`src/rtl/i2s_tx_if.sv`:
```
// Sample-pair input channel of the I2S serializer.
// A pair transfers on a clki edge where in_valid & in_ready; the source holds data stable while in_valid is high.
interface i2s_tx_if #(
    parameter int WIDTH = 16
);
    logic [WIDTH-1:0] left_i;
    logic [WIDTH-1:0] right_i;
    logic             in_valid;
    logic             in_ready;

    modport master (output left_i, output right_i, output in_valid, input in_ready);
    modport slave  (input left_i, input right_i, input in_valid, output in_ready);
endinterface

```
`src/rtl/i2s_tx.sv`:
```
// Stereo Philips-I2S serializer: one buffered {L,R} pair per frame, shifted MSB-first
// on falling edges of an oversampled bit clock, with underrun flagging.
module i2s_tx #(
    parameter int WIDTH = 16
) (
    input  logic      clki,
    input  logic      rst_n,
    input  logic      sclk_i,
    input  logic      en,
    i2s_tx_if.slave   s_in,
    output logic      bclk_o,
    output logic      ws_o,
    output logic      sd_o,
    output logic      underrun
);
    localparam int SLOTS = 2 * WIDTH;
    localparam int CW    = $clog2(SLOTS);
    typedef logic [CW-1:0] cnt_t;

    logic             r_s1;
    logic             r_s2;
    logic             r_s3;
    cnt_t             r_cnt;
    logic [SLOTS-1:0] r_sh;
    logic [WIDTH-1:0] r_left;
    logic [WIDTH-1:0] r_right;
    logic             r_full;

    logic             w_fall;
    cnt_t             w_cnt_nxt;
    logic             w_write;
    logic             w_load;

    always_comb begin
        w_fall    = r_s3 & ~r_s2;
        w_cnt_nxt = r_cnt + 1'b1;
        w_write   = s_in.in_valid & ~r_full;
        w_load    = w_fall & en & (w_cnt_nxt == cnt_t'(1));
    end

    assign s_in.in_ready = ~r_full;

    always_ff @(posedge clki or negedge rst_n) begin
        if (!rst_n) begin
            r_s1     <= 1'b0;
            r_s2     <= 1'b0;
            r_s3     <= 1'b0;
            bclk_o   <= 1'b0;
            r_cnt    <= '1;
            ws_o     <= 1'b1;
            sd_o     <= 1'b0;
            r_sh     <= '0;
            r_left   <= '0;
            r_right  <= '0;
            r_full   <= 1'b0;
            underrun <= 1'b0;
        end else begin
            r_s1     <= sclk_i;
            r_s2     <= r_s1;
            r_s3     <= r_s2;
            bclk_o   <= r_s2;
            underrun <= 1'b0;

            if (w_write) begin
                r_left  <= s_in.left_i;
                r_right <= s_in.right_i;
            end

            // A load with an empty buffer does not block a write landing on the same edge.
            if (w_load && r_full) begin
                r_full <= 1'b0;
            end else if (w_write) begin
                r_full <= 1'b1;
            end

            if (!en) begin
                r_cnt <= '1;
                ws_o  <= 1'b1;
                sd_o  <= 1'b0;
                r_sh  <= '0;
            end else if (w_fall) begin
                r_cnt <= w_cnt_nxt;
                // WIDTH is half the frame and a power of two, so the counter MSB marks the right half.
                ws_o  <= w_cnt_nxt[CW-1];
                if (w_load) begin
                    if (r_full) begin
                        sd_o <= r_left[WIDTH-1];
                        r_sh <= {r_left[WIDTH-2:0], r_right, 1'b0};
                    end else begin
                        sd_o     <= 1'b0;
                        r_sh     <= '0;
                        underrun <= 1'b1;
                    end
                end else begin
                    sd_o <= r_sh[SLOTS-1];
                    r_sh <= {r_sh[SLOTS-2:0], 1'b0};
                end
            end
        end
    end
endmodule

```
`src/flat_wrapper.sv`:
```
// flat-port wrapper written by rule: the top's interface ports become plain ports
module i2s_tx_flat 
#(
    parameter int WIDTH = 16
)
  (clki, rst_n, sclk_i, en, bclk_o, ws_o, sd_o, underrun, s_in_left_i, s_in_right_i, s_in_in_valid, s_in_in_ready);
  i2s_tx_if #(.WIDTH(WIDTH)) s_in_i ();
  input  logic clki;
  input  logic rst_n;
  input  logic sclk_i;
  input  logic en;
  output logic bclk_o;
  output logic ws_o;
  output logic sd_o;
  output logic underrun;
  input wire logic [$bits(s_in_i.left_i)-1:0] s_in_left_i;
  input wire logic [$bits(s_in_i.right_i)-1:0] s_in_right_i;
  input wire logic [$bits(s_in_i.in_valid)-1:0] s_in_in_valid;
  output wire logic [$bits(s_in_i.in_ready)-1:0] s_in_in_ready;
  assign s_in_i.left_i = s_in_left_i;
  assign s_in_i.right_i = s_in_right_i;
  assign s_in_i.in_valid = s_in_in_valid;
  assign s_in_in_ready = s_in_i.in_ready;
  i2s_tx #(.WIDTH(WIDTH)) u_core (.clki(clki), .rst_n(rst_n), .sclk_i(sclk_i), .en(en), .s_in(s_in_i), .bclk_o(bclk_o), .ws_o(ws_o), .sd_o(sd_o), .underrun(underrun));
endmodule
```
`config.mk`:
```
export PLATFORM = sky130hd
export DESIGN_NAME = i2s_tx_flat
export DESIGN_NICKNAME = d
export VERILOG_FILES = /design/src/rtl/i2s_tx_if.sv /design/src/rtl/i2s_tx.sv /design/src/flat_wrapper.sv
export SDC_FILE = /design/constraint.sdc
export NUM_CORES = 1
export LEC_CHECK = 0
export ABC_CLOCK_PERIOD_IN_PS = 3300
export BUFFER_PORTS_ARGS = -buffer_cell sky130_fd_sc_hd__buf_2
export CAP_MARGIN = 20
export CORE_MARGIN = 4
export CORE_UTILIZATION = 40
export CTS_BUF_LIST = sky130_fd_sc_hd__clkbuf_4 sky130_fd_sc_hd__clkbuf_8 sky130_fd_sc_hd__clkbuf_16
export DETAILED_ROUTE_END_ITERATION = 12
export GPL_ROUTABILITY_DRIVEN = 0
export PLACE_DENSITY = 0.59
export SLEW_MARGIN = 30
export SYNTH_ARGS = -nofsm -noshare
export SYNTH_HDL_FRONTEND = slang
export SYNTH_SLANG_ARGS = --single-unit
```
`constraint.sdc`:
```
create_clock -name clki -period 3.3 [get_ports clki]
set_input_delay 0.66 -clock clki [delete_from_list [all_inputs] [get_ports clki]]
set_output_delay 0.66 -clock clki [all_outputs]
set_load 0.005 [all_outputs]
```
**After elaboration in Yosys (flattened, before gate mapping)**

Cells that the tools add are included.
Widths: inputs -> output; s select.

- Add/sub/neg operators: 1
- Equality and inequality tests: 2
- Mux-type cells: 18
- Reduce and logical (&&, ||, !) cells: 2
- Bitwise logic cells: 6

Operators by type and width:

| cell | count |
|---|---|
| $mux 32 | 4 |
| $mux 1 | 12 |
| $mux 5 | 2 |
| $add 5x1->5 const B | 1 |
| $eq 5x1->1 const B | 1 |
| $and 1x1->1 | 4 |
| $ne 2x1->1 const B | 1 |
| $not 1->1 | 2 |
| $reduce_bool 2->1 | 1 |
| $logic_and 1x1->1 | 1 |

- Input port bits: 37
- Word-level logic and storage cells: 40
- Bits in registers: 76
- Output and inout bits: 5

**Logic depth before layout (Yosys ltp)**

- Depth after elaboration: 7
- Gate-level depth with buffers: 7
- Mapped depth without buffers: 6

**Least setup slack after synthesis**

Ideal clock, no wire load.

- Kind: reg-to-reg
- Start: register u_core.r_cnt[0]
- End: register u_core.r_sh[10]
- Library setup time: 0.066 ns
- Slack: 1.529 ns
- Clock period less this slack: 1.771 ns
- Data arrival time: 1.705 ns
- Buffers on the path: 1
- Stages on the path, launching flop included: 8
- Data required time: 3.234 ns
- Path through: dfstp_2 inv_1 ha_1 and4_1 and2_4 a211oi_4 buf_6 a221o_1

- Cells in the longest elaborated chain, start to end: 6

RTL lines:

| element | RTL line | text |
|---|---|---|
| start: declaration | i2s_tx.sv:23 | `cnt_t r_cnt;` |
| start signal: assignment | i2s_tx.sv:82 | `r_cnt <= w_cnt_nxt;` |
| $add 5x1->5 | i2s_tx.sv:36 | `w_cnt_nxt = r_cnt + 1'b1;` |
| $eq 5x1->1 | i2s_tx.sv:38 | `w_load = w_fall & en & (w_cnt_nxt == cnt_t'(1));` |
| $and 1x1->1 | i2s_tx.sv:38 |  |
| $mux 32 | i2s_tx.sv:85 | `if (w_load) begin` |
| $mux 32 | i2s_tx.sv:81 | `end else if (w_fall) begin` |
| $mux 32 | i2s_tx.sv:76 | `if (!en) begin` |
| end signal: assignment | i2s_tx.sv:88 | `r_sh <= {r_left[WIDTH-2:0], r_right, 1'b0};` |
| end signal: assignment | i2s_tx.sv:96 | `r_sh <= {r_sh[SLOTS-2:0], 1'b0};` |
| end: declaration | i2s_tx.sv:24 | `logic [SLOTS-1:0] r_sh;` |

Every way passes these cells. The select of a mux whose other input is x is not followed.
A chain may end at the register's enable or synchronous reset.

**Worst setup path after layout**

- Start: register u_core.r_cnt[0]
- End: register u_core.r_sh[25]

Same word-level chain as after synthesis.

==> summary.md <==
| Metric | Value |
|---|---|
| Worst rel slew slack | 0.395 |
| Largest net degree at the start of global routing | 75 |
| DR iter-0 viols | 140 |
| Commonest register cell after synthesis | dfrtp_1 |
| RSZ-0062 raised after global routing | false |
| Max Slew Vio Count | 0 |
| Routed WL | about 5600 microns |
| Count of different cell masters after synthesis | 36 |
| CTS root buf | clkbuf_8 |
| Clock latency on the worst-skew pair | 0.33 ns |
| # port buffers | 41 |
| CTS Hold Bufs | 0 |
| Seq/Total Area, Yosys | 0.593 |
| Worst slew pin tran | 0.906 ns |
| Synth top area cells | dfrtp_1 (55%), mux2_2 (9.7%), a221o_1 (9.6%) |
| Die Ht | 96.5 microns |
| FFs w/ async S/R, synth | 1.00 |
| CP max FO | 31 |
| Setup crit start | u_core.r_cnt[0] |
| Area Overhead vs Synth | 13.4% |
| HPWL after DPL | 3370 microns |
| Worst Skew | 0.0102 ns |
| Fin crit share | 0.620 |
| Starting Density | 0.408 |
| Final setup viols | 0 |
| Vias/cell | 5.21 |
| Status | complete, no violations |
| # placed instances | about 360 |
| Post CTS Setup Buffer Count | 0 |
| Gate Count Post-Synth | 228 |
| Worst Setup End Kind | register |
| Pre-antenna DRT Iters | 4 |
| Total gr overflow | 0 |
| Die Span X | between 90 and 100 microns |
| Yosys reg bits | 74 |
| Critical Path, Cell by Cell | inv_1 -> ha_1 -> and4_1 -> and2_4 -> a211oi_4 -> buf_4 -> a221o_1 |
| Fin cells | 371 |
| Peak supply drop | roughly 0.00027 V |
| Cell with the most instances after synthesis | dfrtp_1 |
| DRC | 0 |
| Fin Setup TNS | 0 ns |
| Clock sinks | 74 |
| Layout fillers | 714 |
| Clock tree from TritonCTS | built |
| Yosys warning count | 0 |
| PD cells | 493 nW/um^2 |
| Routed WL per cell | 15.1 microns |
| Arrival @ worst endpoint | 2.31 ns |
| Slowest-stage cell, CP | dfstp_2 |
| # diodes | 0 |
| Post-synth top cells | dfrtp_1 (69), and3_1 (31), a221o_1 (30) |
| Synthesized area | 3140 sq um |
| Critical path class | reg2reg |
| First-pass GRT wire length | 9520 microns |
| Gr usage total | 0.133 |
| Critical Path Start Type | register |
| Final nets | 303 |
| WP data required | 3.56 ns |
| Crit path time final | 2.05 ns |
| Rows | 32 |
| Syn_area_per_cell | between 10 and 15 sq um |
| Initial antenna violation count | 0 |
| I/O Pins | 42 |
| Area leader, netlist | dfrtp_1 |
| Leakage power | 1.78 nW |
| Ratio of cells with drive above 1 in the final layout | 0.379 |
| EDFF count, synth | 0 |
| Max-Cap Viols | 0 |
| HP Class | in2async |
| # resized after CTS | 0 |
| Synth top area share | 0.551 |
| Clk slew on worst S/H paths | 0.07 ns |
| CTS Buffer Depth | 2 |
| F_max | 489 MHz |
| Num CTS Buffers | 9 |
| Slowest Stage Delay on Critical Path | 0.57 ns |
| Synthesized net count | 267 |
| CORE AREA | roughly 7700 sq um |
| R2R Path Start | u_core.r_cnt[0] |
| # H-tree levels | 3 |
| Post-route ant nets | 0 |
| Die area | 9320 sq um |
| Vias in the first global route | 1966 |
| Final hold vios | 0 |
| Routed vias | 1933 |
## cell type report
class	count	area, sq um	share of cell area
Timing Repair Buffer	43	226	0.0637
Tap cell	102	128	0.0359
Inverter	3	11.3	0.00317
Sequential cell	74	1860	0.523
Clock buffer	15	169	0.0475
Multi-Input combinational cell	133	1160	0.326
Clock inverter	1	5.00	0.00141
## state kept, by name, indices dropped and copies added, names as in the netlist
signal,cells
u_core.bclk_o,1
u_core.sd_o,1
u_core.underrun,1
u_core.r_cnt,5
u_core.r_s2,1
u_core.r_sh,31
u_core.r_s1,1
u_core.r_left,16
u_core.r_full,1
u_core.r_right,16
## metrics by stage
stage               total power, W  setup WS, ns   util  hold slack, ns  instance area (sq um)
finish                     0.00175          1.25  0.463           0.337                   3560
global route               0.00185          1.07  0.463           0.371                   3560
CTS                        0.00179          1.26  0.462           0.354                   3550
detailed placement         0.00116          1.05  0.439           0.336                   3380
global placement           0.00115          1.07  0.439           0.334                   3380
floorplan                  0.00109          1.53      -           0.331                   3140
## layer usage
layer  GRT usage  part of all wire  vias to the layer above
met3      0.0418             0.049                        2
met4      0.0386            0.0052                        0
li1            -                 -                      930
met2       0.209              0.47                       43
met5           0                 0                        -
met1       0.177              0.48                      958
## worst paths after layout
check / depth (start not counted) / slack [ns] / endpoint
worst max-delay path: 7 / 1.25 / u_core.r_sh[25]
worst min-delay path: 1 / 0.34 / u_core.r_right[7]
worst max register to register: 7 / 1.25 / u_core.r_sh[25]
worst min register to register: 0 / 0.35 / u_core.r_s2
max in group asynchronous: 1 / 2.51 / u_core.r_left[6]
min in group clki: 0 / 0.35 / u_core.r_s2
## report_power, final
group          switching, W  internal (W)  leakage [nW]  total (W)
clock network      0.000293      0.000324        0.0962   0.000616
registers         0.0000363      0.000967         0.954    0.00100
logic             0.0000676     0.0000669         0.729   0.000134
## cells by family after synthesis
group	count (synthesis)	synth area share
XOR/XNOR	2	0.00559
buffers and inverters	21	0.0411
multiplexers	32	0.115
adder cells (fa/ha/maj)	2	0.00798
AO/OA/AOI/OAI	40	0.126
AND/OR/NAND/NOR	57	0.111
flip-flops	74	0.593
## cells in the final DEF (no fill, tap or decap), drive strengths merged, types with 2 or more instances in the layout
cell	synthesis	routed
ha	2	2
and3	33	33
inv	3	3
a221o	31	31
and2	3	3
dfstp	5	5
o21ai	3	3
clkbuf	8	15
xor2	2	2
dfrtp	69	69
nand3	3	3
nand2	8	8
a21oi	2	2
nor2b	2	2
mux2	32	32
buf	10	43
nor2	2	2
## worst max-delay path: cells and delay by family (launching register included)
| kind | cells | cell delay [ns] |
|---|---|---|
| buffers and inverters | 2 | 0.41 |
| and+or+nand+nor | 2 | 0.38 |
| DFF | 1 | 0.57 |
| AOI/OAI and AO/OA | 2 | 0.39 |
| adders and majority gates | 1 | 0.21 |
Note: power is estimated with default switching activity, not from simulation.
